### config.mk
export PLATFORM = sky130hd
export DESIGN_NAME = alu_ctrl_exec
export DESIGN_NICKNAME = d
export VERILOG_FILES = /design/src/rtl/alu_ctrl_pkg.sv /design/src/rtl/alu_ctrl_exec_iter_mul.sv /design/src/rtl/alu_ctrl_exec.sv
export SDC_FILE = /design/constraint.sdc
export NUM_CORES = 1
export LEC_CHECK = 0
export CELL_PAD_IN_SITES_DETAIL_PLACEMENT = 1
export CELL_PAD_IN_SITES_GLOBAL_PLACEMENT = 1
export CORE_UTILIZATION = 40
export CTS_BUF_LIST = sky130_fd_sc_hd__clkbuf_16
export DETAILED_ROUTE_END_ITERATION = 10
export HOLD_SLACK_MARGIN = 0.03
export PLACE_DENSITY_LB_ADDON = 0.2
export SKIP_CTS_REPAIR_TIMING = 1
export SKIP_LAST_GASP = 1
export SYNTH_ARGS = -nofsm -noshare
export SYNTH_HDL_FRONTEND = slang
export SYNTH_SLANG_ARGS = --single-unit
export TNS_END_PERCENT = 5
### constraint.sdc
create_clock -name clk_i -period 4 [get_ports clk_i]
set_input_delay 0.4 -clock clk_i [delete_from_list [all_inputs] [get_ports clk_i]]
set_output_delay 0.4 -clock clk_i [all_outputs]
set_load 0.02 [all_outputs]
### src/rtl/alu_ctrl_pkg.sv
// Shared constants for the EX-stage ALU: ALUOp encodings, funct codes,
// ALU control codes, the multiply FSM state type and the control decoder.
package alu_ctrl_pkg;

  localparam logic [1:0] ALUOP_INST_REST = 2'd0;
  localparam logic [1:0] ALUOP_RTYPE     = 2'd1;
  localparam logic [1:0] ALUOP_ADDI      = 2'd2;
  localparam logic [1:0] ALUOP_MEM       = 2'd3;

  localparam logic [5:0] FUNCT_ADD = 6'b100000;
  localparam logic [5:0] FUNCT_SUB = 6'b100010;
  localparam logic [5:0] FUNCT_AND = 6'b100100;
  localparam logic [5:0] FUNCT_OR  = 6'b100101;
  localparam logic [5:0] FUNCT_XOR = 6'b100110;
  localparam logic [5:0] FUNCT_NOR = 6'b100111;
  localparam logic [5:0] FUNCT_SLT = 6'b101010;
  localparam logic [5:0] FUNCT_MUL = 6'b011000;

  localparam logic [3:0] CTRL_AND = 4'b0000;
  localparam logic [3:0] CTRL_OR  = 4'b0001;
  localparam logic [3:0] CTRL_ADD = 4'b0010;
  localparam logic [3:0] CTRL_MUL = 4'b0011;
  localparam logic [3:0] CTRL_XOR = 4'b0100;
  localparam logic [3:0] CTRL_NOR = 4'b0101;
  localparam logic [3:0] CTRL_SUB = 4'b0110;
  localparam logic [3:0] CTRL_SLT = 4'b0111;
  localparam logic [3:0] CTRL_ILL = 4'b1111;

  typedef enum logic {
    IDLE = 1'b0,
    BUSY = 1'b1
  } state_e;

  // Map ALUOp/funct to a control code; anything unrecognised is ILL.
  function automatic logic [3:0] decode_ctrl(input logic [1:0] aluop,
                                             input logic [5:0] funct);
    logic [3:0] ctrl;
    ctrl = CTRL_ILL;
    case (aluop)
      ALUOP_INST_REST: ctrl = CTRL_AND;
      ALUOP_ADDI,
      ALUOP_MEM:       ctrl = CTRL_ADD;
      ALUOP_RTYPE: begin
        case (funct)
          FUNCT_ADD: ctrl = CTRL_ADD;
          FUNCT_SUB: ctrl = CTRL_SUB;
          FUNCT_AND: ctrl = CTRL_AND;
          FUNCT_OR:  ctrl = CTRL_OR;
          FUNCT_XOR: ctrl = CTRL_XOR;
          FUNCT_NOR: ctrl = CTRL_NOR;
          FUNCT_SLT: ctrl = CTRL_SLT;
          FUNCT_MUL: ctrl = CTRL_MUL;
          default:   ctrl = CTRL_ILL;
        endcase
      end
      default: ctrl = CTRL_ILL;
    endcase
    return ctrl;
  endfunction

endpackage

### src/rtl/alu_ctrl_exec_iter_mul.sv
// Iterative shift-add multiplier retiring MUL_STEP multiplier bits per
// cycle. The first partial product is folded in on the start edge and the
// last one is added combinationally on the done cycle, so done asserts
// WIDTH/MUL_STEP - 1 cycles after start with the full low-WIDTH product.
module iter_mul #(
  parameter int WIDTH    = 32,
  parameter int MUL_STEP = 1
) (
  input  logic             clk_i,
  input  logic             rst_i,
  input  logic             start,
  input  logic [WIDTH-1:0] a,
  input  logic [WIDTH-1:0] b,
  output logic             busy,
  output logic             done,
  output logic [WIDTH-1:0] product
);
  localparam int N     = WIDTH / MUL_STEP;
  localparam int CNT_W = $clog2(N + 1);
  localparam logic [WIDTH-1:0] DIGIT_MASK = (WIDTH'(1) << MUL_STEP) - WIDTH'(1);

  logic [WIDTH-1:0] mcand_q, mcand_d;
  logic [WIDTH-1:0] mplier_q, mplier_d;
  logic [WIDTH-1:0] acc_q, acc_d;
  logic [CNT_W-1:0] cnt_q, cnt_d;
  logic             busy_q, busy_d;
  logic [WIDTH-1:0] step_sum;

  // Shifted multiplicand times the low MUL_STEP bits of the multiplier.
  function automatic logic [WIDTH-1:0] partial(input logic [WIDTH-1:0] mc,
                                               input logic [WIDTH-1:0] mp);
    return mc * (mp & DIGIT_MASK);
  endfunction

  // Load on start, otherwise accumulate one digit and shift while busy.
  always_comb begin
    step_sum = acc_q + partial(mcand_q, mplier_q);
    mcand_d  = mcand_q;
    mplier_d = mplier_q;
    acc_d    = acc_q;
    cnt_d    = cnt_q;
    busy_d   = busy_q;
    if (start && !busy_q) begin
      mcand_d  = a << MUL_STEP;
      mplier_d = b >> MUL_STEP;
      acc_d    = partial(a, b);
      cnt_d    = CNT_W'(N - 1);
      busy_d   = 1'b1;
    end else if (busy_q) begin
      mcand_d  = mcand_q << MUL_STEP;
      mplier_d = mplier_q >> MUL_STEP;
      acc_d    = step_sum;
      cnt_d    = cnt_q - CNT_W'(1);
      if (cnt_q == CNT_W'(1)) busy_d = 1'b0;
    end
  end

  // Multiplier state registers with synchronous reset.
  always_ff @(posedge clk_i) begin
    if (rst_i) begin
      mcand_q  <= '0;
      mplier_q <= '0;
      acc_q    <= '0;
      cnt_q    <= '0;
      busy_q   <= 1'b0;
    end else begin
      mcand_q  <= mcand_d;
      mplier_q <= mplier_d;
      acc_q    <= acc_d;
      cnt_q    <= cnt_d;
      busy_q   <= busy_d;
    end
  end

  assign busy    = busy_q;
  assign done    = busy_q && (cnt_q == CNT_W'(1));
  assign product = step_sum;

endmodule

### src/rtl/alu_ctrl_exec.sv
// EX-stage ALU: decodes ALUOp/funct, computes single-cycle results into
// registered outputs and runs multiplies through iter_mul.
// Handshake: an operation transfers at a rising edge where valid_i && ready_o;
// valid_o is a one-cycle pulse with no backpressure, and ready_o drops for
// the duration of a multiply (stall_o mirrors it for the hazard unit).
module alu_ctrl_exec
  import alu_ctrl_pkg::*;
#(
  parameter int WIDTH    = 32,
  parameter int MUL_STEP = 1,
  parameter int CTRL_W   = 4
) (
  input  logic              clk_i,
  input  logic              rst_i,
  input  logic              valid_i,
  output logic              ready_o,
  input  logic [1:0]        ALUOp_i,
  input  logic [5:0]        funct_i,
  input  logic [WIDTH-1:0]  src1_i,
  input  logic [WIDTH-1:0]  src2_i,
  output logic [WIDTH-1:0]  result_o,
  output logic [CTRL_W-1:0] aluctrl_o,
  output logic              valid_o,
  output logic              illegal_o,
  output logic              stall_o
);
  state_e            state_q, state_d;
  logic [3:0]        ctrl;
  logic              accept, is_mul;
  logic              mul_busy, mul_done;
  logic [WIDTH-1:0]  mul_product, alu_res;
  logic [WIDTH-1:0]  result_q, result_d;
  logic [CTRL_W-1:0] aluctrl_q, aluctrl_d;
  logic              valid_q, valid_d;
  logic              illegal_q, illegal_d;

  assign ctrl    = decode_ctrl(ALUOp_i, funct_i);
  assign is_mul  = (ctrl == CTRL_MUL);
  assign ready_o = (state_q == IDLE);
  assign stall_o = !ready_o;
  assign accept  = valid_i && ready_o;

  iter_mul #(.WIDTH(WIDTH), .MUL_STEP(MUL_STEP)) u_mul (
    .clk_i   (clk_i),
    .rst_i   (rst_i),
    .start   (accept && is_mul),
    .a       (src1_i),
    .b       (src2_i),
    .busy    (mul_busy),
    .done    (mul_done),
    .product (mul_product)
  );

  // Single-cycle datapath; ILL and MUL produce zero here.
  always_comb begin
    alu_res = '0;
    case (ctrl)
      CTRL_ADD: alu_res = src1_i + src2_i;
      CTRL_SUB: alu_res = src1_i - src2_i;
      CTRL_AND: alu_res = src1_i & src2_i;
      CTRL_OR:  alu_res = src1_i | src2_i;
      CTRL_XOR: alu_res = src1_i ^ src2_i;
      CTRL_NOR: alu_res = ~(src1_i | src2_i);
      CTRL_SLT: alu_res = {{(WIDTH-1){1'b0}}, ($signed(src1_i) < $signed(src2_i))};
      default:  alu_res = '0;
    endcase
  end

  // FSM next state and output-register next values; outputs hold by default.
  always_comb begin
    state_d   = state_q;
    result_d  = result_q;
    aluctrl_d = aluctrl_q;
    illegal_d = illegal_q;
    valid_d   = 1'b0;
    case (state_q)
      IDLE: begin
        if (accept) begin
          if (is_mul) begin
            state_d = BUSY;
          end else begin
            result_d  = alu_res;
            aluctrl_d = CTRL_W'(ctrl);
            illegal_d = (ctrl == CTRL_ILL);
            valid_d   = 1'b1;
          end
        end
      end
      BUSY: begin
        if (mul_done) begin
          state_d   = IDLE;
          result_d  = mul_product;
          aluctrl_d = CTRL_W'(CTRL_MUL);
          illegal_d = 1'b0;
          valid_d   = 1'b1;
        end else if (!mul_busy) begin
          state_d = IDLE;
        end
      end
      default: state_d = IDLE;
    endcase
  end

  // State and output registers; reset wins over a simultaneous accept.
  always_ff @(posedge clk_i) begin
    if (rst_i) begin
      state_q   <= IDLE;
      result_q  <= '0;
      aluctrl_q <= '0;
      valid_q   <= 1'b0;
      illegal_q <= 1'b0;
    end else begin
      state_q   <= state_d;
      result_q  <= result_d;
      aluctrl_q <= aluctrl_d;
      valid_q   <= valid_d;
      illegal_q <= illegal_d;
    end
  end

  assign result_o  = result_q;
  assign aluctrl_o = aluctrl_q;
  assign valid_o   = valid_q;
  assign illegal_o = illegal_q;

endmodule

After elaboration in Yosys (flattened, before gate mapping)
Cells that the tools add are included.
{"block": "word_totals", "reg_bits": 140, "inputBits": 75, "output_inout_bits": 40, "elab_cells": 92}
{"block": "classes", "addsub": 4, "multipliers": 2, "n_lt_le_gt_ge": 1, "eq_ne": 23, "muxes": 35, "bitwise_logic": 5, "n_reduce_logical": 11}
{"cell": "$mux W32", "n": 7}
{"cell": "$pmux W32 S7", "n": 1}
{"cell": "$add A32 B32 Y32", "n": 2}
{"cell": "$pmux W32 S2", "n": 1}
{"cell": "$mux W31", "n": 2}
{"cell": "$eq A6 B6 Y1 const B", "n": 7}
{"cell": "$and A32 B32 Y32", "n": 1}
{"cell": "$lt A32 B32 Y1", "n": 1}
{"cell": "$mul A32 B1 Y32", "n": 1}
{"cell": "$not A32 Y32", "n": 1}
{"cell": "$or A32 B32 Y32", "n": 1}
{"cell": "$pmux W4 S8", "n": 1}
{"cell": "$sub A32 B32 Y32", "n": 1}
{"cell": "$xor A32 B32 Y32", "n": 1}
{"cell": "$mul A31 B1 Y31", "n": 1}
{"cell": "$eq A4 B3 Y1 const B", "n": 4}
{"cell": "$mux W1", "n": 13}
{"cell": "$mux W4", "n": 3}
{"cell": "$pmux W4 S3", "n": 1}
{"cell": "$mux W5", "n": 2}
{"cell": "$eq A4 B2 Y1 const B", "n": 2}
{"cell": "$pmux W4 S2", "n": 1}
{"cell": "$eq A6 B1 Y1 const B", "n": 1}
{"cell": "$eq A6 B5 Y1 const B", "n": 1}
{"cell": "other kinds (16)", "n": 24}

Depth between registers and ports, before layout
{"block": "depth", "word_depth": 8, "depth_mapped": 15, "depth_no_buf": 14}

By module
From an unflattened synthesis, not the netlist that was laid out.
{"block": "unflattened", "cells_unflattened": 1870, "hier_area_um2": 13809.5}
{"module": "alu_ctrl_exec", "n_inst": 1, "cells_each": 1049, "area_each_um2": 7375.8, "seq_area_each_um2": 780.7}
{"module": "iter_mul", "n_inst": 1, "cells_each": 821, "area_each_um2": 6433.7, "seq_area_each_um2": 2021.9}

Least setup slack after synthesis
No wires, ideal clock.
{"block": "synth_path", "path_kind": "register to register", "from": "reg u_mul.mplier_q[0]", "to": "reg result_q[31] (netlist: result_o[31])", "setup_time_ps": 120, "t_arrival_ps": 2964, "required_time_ps": 3880, "slack_ps": 916, "stages_incl_launch_ff": 16, "n_path_buf": 1, "period_less_slack_ps": 3084, "cell_sequence": "dfxtp_1 > clkbuf_1 > and2_1 > ha_1 > inv_1 > fa_1 > nor2b_1 > o31a_1 > o2111ai_1 > and4b_1 > nor3_1 > o31ai_1 > o21ai_1 > xnor2_1 > nor2_1 > a211o_1"}
{"block": "synth_via", "elab_chain_len": 4}
{"element": "start, declared", "line": "alu_ctrl_exec_iter_mul.sv:23", "source": "logic [WIDTH-1:0] mplier_q, mplier_d;"}
{"element": "start signal, assigned", "line": "alu_ctrl_exec_iter_mul.sv:68", "source": "mplier_q <= mplier_d;"}
{"element": "$mul A31 B1 Y31", "line": "alu_ctrl_exec_iter_mul.sv:32", "source": "return mc * (mp & DIGIT_MASK);"}
{"element": "$add A32 B32 Y32", "line": "alu_ctrl_exec_iter_mul.sv:37", "source": "step_sum = acc_q + partial(mcand_q, mplier_q);"}
{"element": "$mux W32", "line": "alu_ctrl_exec.sv:90", "source": "if (mul_done) begin"}
{"element": "$pmux W32 S2", "line": "alu_ctrl_exec.sv:76", "source": "case (state_q)"}
{"element": "end signal, assigned", "line": "alu_ctrl_exec.sv:114", "source": "result_q <= result_d;"}
{"element": "end, declared", "line": "alu_ctrl_exec.sv:32", "source": "logic [WIDTH-1:0] result_q, result_d;"}
Every way passes these cells. The select of a mux whose other input is x is not followed.
A chain may end at the register's enable or synchronous reset.

Final worst setup path
{"block": "layout_path", "from": "in src1_i[0]", "to": "reg result_q[28] (netlist: result_o[28])"}
{"block": "layout_via", "elab_chain_len": 5, "word_cells_on_any_way": 6, "classes_between": "2 x add/sub; 4 x mux"}
{"element": "start, declared", "line": "alu_ctrl_exec.sv:19", "source": "input logic [WIDTH-1:0] src1_i,"}
{"element": "$sub A32 B32 Y32 or $add A32 B32 Y32 (tied branches)", "line": "alu_ctrl_exec.sv:59, alu_ctrl_exec.sv:58"}
{"element": "$pmux W32 S7 *", "line": "alu_ctrl_exec.sv:57", "source": "case (ctrl)"}
{"element": "$mux W32 *", "line": "alu_ctrl_exec.sv:79", "source": "if (is_mul) begin"}
{"element": "$mux W32 *", "line": "alu_ctrl_exec.sv:78", "source": "if (accept) begin"}
{"element": "$pmux W32 S2 *", "line": "alu_ctrl_exec.sv:76"}
Every way passes the cells marked *; elsewhere a longest branch is shown, timed or not. The select of a mux whose other input is x is not followed.

==> results.ini <==
[yosys]
synth_top_family_by_area=compound AO/OA/AOI/OAI gates
synth_top_area_cell=dfxtp_1
yosysUniqueCellTypes=96
avgSynthCellArea_sq_um=7.07
syn_nets=2097
async_flop_share=0
yosys_warnings=0
synth_area_leaders=dfxtp_1 21%, ha_1 14%, a21oi_1 11%, nand2_1 6.3%, nor2_1 5.9%
ys_seq_area_frac=0.211
synth_mux_area_frac=0.00227
synth-compound-area-share=0.323
syn-cell-area_sq_um=13300
synth-xor-area-share=0.0251
yosys-top-cells-count=279 x a21oi_1, 222 x nand2_1, 208 x nor2_1, 145 x ha_1, 140 x dfxtp_1
yosys.area.top_type_share=0.211
yosysMostFrequentCell=a21oi_1
synth_fa_ha_area_frac=0.141
synth_seq_cells=140
synth_enable_flop_cells=0
ys.flop_type=dfxtp_1
yosys.area_share.simple=0.229
synthCells=1874

[drt]
first_pass_iters=5
drc_errors=0
wl_per_cell_um=23.6
wl_met3_um=4860
wl_um=58100
wl_met2_um=24900
viasPerCell=6.00
ant_nets=0
drt-met1-wl_um=27300
vias=14800
highest_layer=met4
drtIter0Drc=1194

[cells_and_area]
drive_above_1_share=0.0936
nets=2229
areaGrowthSynthToFinish_pct=20.8
instances_no_fill=2461
diodes=0
fillCellCount=4172

[hold_path]
hp-class=reg2reg
min_to=aluctrl_o[3]$_SDFFE_PP0P_
hold_depth=2
hp-start=aluctrl_o[3]$_SDFFE_PP0P_

[placement]
place.gp.congestion=0.944
place_inst=2429
dp_slack_ns=-0.104
port_buffers=114
dp_hpwl_um=44300

[floorplan]
die-area_sq_um=33900
chipHeight_um=184
start_util=0.407
coreArea_sq_um=32500
core.rowCount=66
die_width_um=184
io-pin-count=115

[clock_network]
clockBufferDepth=2
clock_latency_ns=0.46
h-tree-depth=4
cts_sinks=140
cts_inserted_buffers=17
cts_tree=yes
cts_root_buffer=clkbuf_16
clk_pin_slew_ns=0.07

[power_and_ir_drop]
leakage_nw=6.71
p_per_area_nw_per_um2=275
fin_total_pwr_mw=4.40
vdd.ir_drop.worst_uv=334

[sta]
finalSetupViolCount=0
fmax_mhz=265
relSlewSlack=0.228
timing.final.crit_period_ns=3.77
fin_ws_ns=0.233
post-route-period-util=0.942
clock_skew_ns=0.0136
rsz0062_at_grt=true
worst-slew-pin-transition_ns=1.15
drv_slew=0
final_hold_viol_count=0

[grt]
grt_util_all_layers=0.344
grt.overflow.total=0
grt_pass1_wl_um=87800
antenna_found_initial=0
grt_max_degree=202
first_global_vias=14600

[job]
maxCapViolations=0

[setup_path]
critical_path.top_delay_family=compound AO/OA/AOI/OAI gates
worst_r2r_startpoint=u_mul.mplier_q[0]$_SDFFE_PP0P_
crit_arrival_ns=4.13
critical_path_required_ns=4.36
critPathMaxFanout=5
path_cells=clkdlybuf4s50_1 -> inv_1 -> ha_1 -> fa_1 -> o21bai_1 -> a221o_1 -> a211oi_2 -> nor3b_1 -> buf_4 -> a2bb2oi_2 -> a31oi_2 -> o21ai_1 -> xnor2_1 -> nand3_1 -> a311oi_1
start_kind=primary input
cpPeakStageDelay_ns=0.51
r2r_cells=13
rrSetupSlack_ns=0.25
path_class=in2reg
crit-reg2reg-capture=result_o[26]$_SDFFE_PP0P_
cp_num_buf_inv=3
slowest_stage=clkdlybuf4s50_1
endpoint_kind=register

[outcome]
status=finished, final reports clean

==> metrics by stage <==
stage                     hold WS [ns]  area, sq um  utilization    TNS, ns
after global routing             0.476        16000        0.492  -0.000133
after global placement           0.446        15500        0.475     -0.165
after CTS                        0.457        16000        0.492          0
after detailed placement         0.447        15500        0.475     -0.218
final                            0.459        16000        0.492          0
after floorplan                  0.449        13300            -          0
==> layout make-up <==
type | instances | area (sq um) | area share
Clock buffer | 17 | 425 | 0.0266
Clock inverter | 15 | 138 | 0.00859
Inverter | 109 | 409 | 0.0255
Multi-Input combinational cell | 1503 | 9570 | 0.598
Sequential cell | 140 | 2810 | 0.175
Tap cell | 442 | 553 | 0.0345
Timing Repair Buffer | 235 | 2110 | 0.132
==> cells by family (layout without fill, tap and decap cells) <==
family,after synthesis,after routing
AOI/OAI and AO/OA,651,651
xor gates and xnor gates,38,38
adders and majority gates,148,148
buffers and inverters,231,376
DFF,140,140
muxes,3,3
and+or+nand+nor,663,663
==> where the power goes <==
| group | switching, mW | total (mW) | internal, mW |
|---|---|---|---|
| Combinational | 0.810 | 1.32 | 0.513 |
| Clock | 0.756 | 1.62 | 0.865 |
| Sequential | 0.0319 | 1.46 | 1.43 |
| Total | 1.60 | 4.40 | 2.81 |
==> how the worst max path moves through the flow <==
stage	start	endpoint	slack, ns	cells after the start
final	src1_i[0]	result_o[28]$_SDFFE_PP0P_	0.23	15
after global routing	u_mul.mplier_q[0]$_SDFFE_PP0P_	result_o[26]$_SDFFE_PP0P_	-0.0001	13
after CTS	src2_i[0]	result_o[22]$_SDFFE_PP0P_	0.33	15
after detailed placement	src2_i[0]	result_o[28]$_SDFFE_PP0P_	-0.10	15
after global placement	src1_i[0]	result_o[28]$_SDFFE_PP0P_	-0.08	15
after floorplan	u_mul.mplier_q[0]$_SDFFE_PP0P_	result_o[31]$_SDFFE_PP0P_	0.92	15
==> placed cells by master (no fill, tap or decap), types with 8 or more instances in the layout <==
| cell | netlist | routed |
|---|---|---|
| o21ai_1 | 8 | 8 |
| o31ai_1 | 9 | 9 |
| a21o_1 | 35 | 35 |
| a221o_1 | 9 | 9 |
| ha_1 | 145 | 145 |
| o21ai_0 | 71 | 70 |
| a21oi_1 | 279 | 278 |
| nand2_1 | 222 | 221 |
| clkbuf_16 | 0 | 17 |
| inv_1 | 108 | 108 |
| nor4_1 | 10 | 9 |
| xor2_1 | 11 | 11 |
| nand3_1 | 45 | 45 |
| or3_1 | 9 | 9 |
| nor2b_1 | 12 | 12 |
| and2_1 | 37 | 37 |
| a211oi_1 | 39 | 39 |
| buf_4 | 1 | 117 |
| dfxtp_1 | 140 | 139 |
| o21bai_1 | 17 | 17 |
| a221oi_1 | 35 | 35 |
| nor3_1 | 52 | 52 |
| a311oi_1 | 8 | 8 |
| nand2b_1 | 12 | 12 |
| o22ai_1 | 9 | 9 |
| o211ai_1 | 17 | 17 |
| o21a_1 | 12 | 12 |
| nand4_1 | 8 | 8 |
| o221ai_1 | 13 | 13 |
| a31oi_1 | 15 | 15 |
| xnor2_1 | 27 | 27 |
| clkdlybuf4s50_1 | 0 | 113 |
| nor2_1 | 208 | 207 |
| and3_1 | 12 | 12 |
==> tightest hold or removal path, stage by stage (launching register included) <==
cell,delay (ns)
dfxtp_1,0.31
nand2_1,0.05
a21oi_1,0.05
==> per-layer routing <==
| metal | vias to the layer above | GRT usage |
|---|---|---|
| li1 | 6961 | - |
| met1 | 7298 | 0.481 |
| met2 | 453 | 0.520 |
| met3 | 63 | 0.0921 |
| met4 | 0 | 0.0820 |
| met5 | - | 0 |
==> state kept, by name, summed over array words and instances (netlist names) <==
name / cells
result_o: 32
u_mul.acc_q: 32
u_mul.mcand_q: 31
u_mul.mplier_q: 31
u_mul.cnt_q: 6
aluctrl_o: 4
illegal_o: 1
stall_o: 1
u_mul.busy: 1
valid_o: 1
No activity file was read; power rests on OpenSTA's default activity.
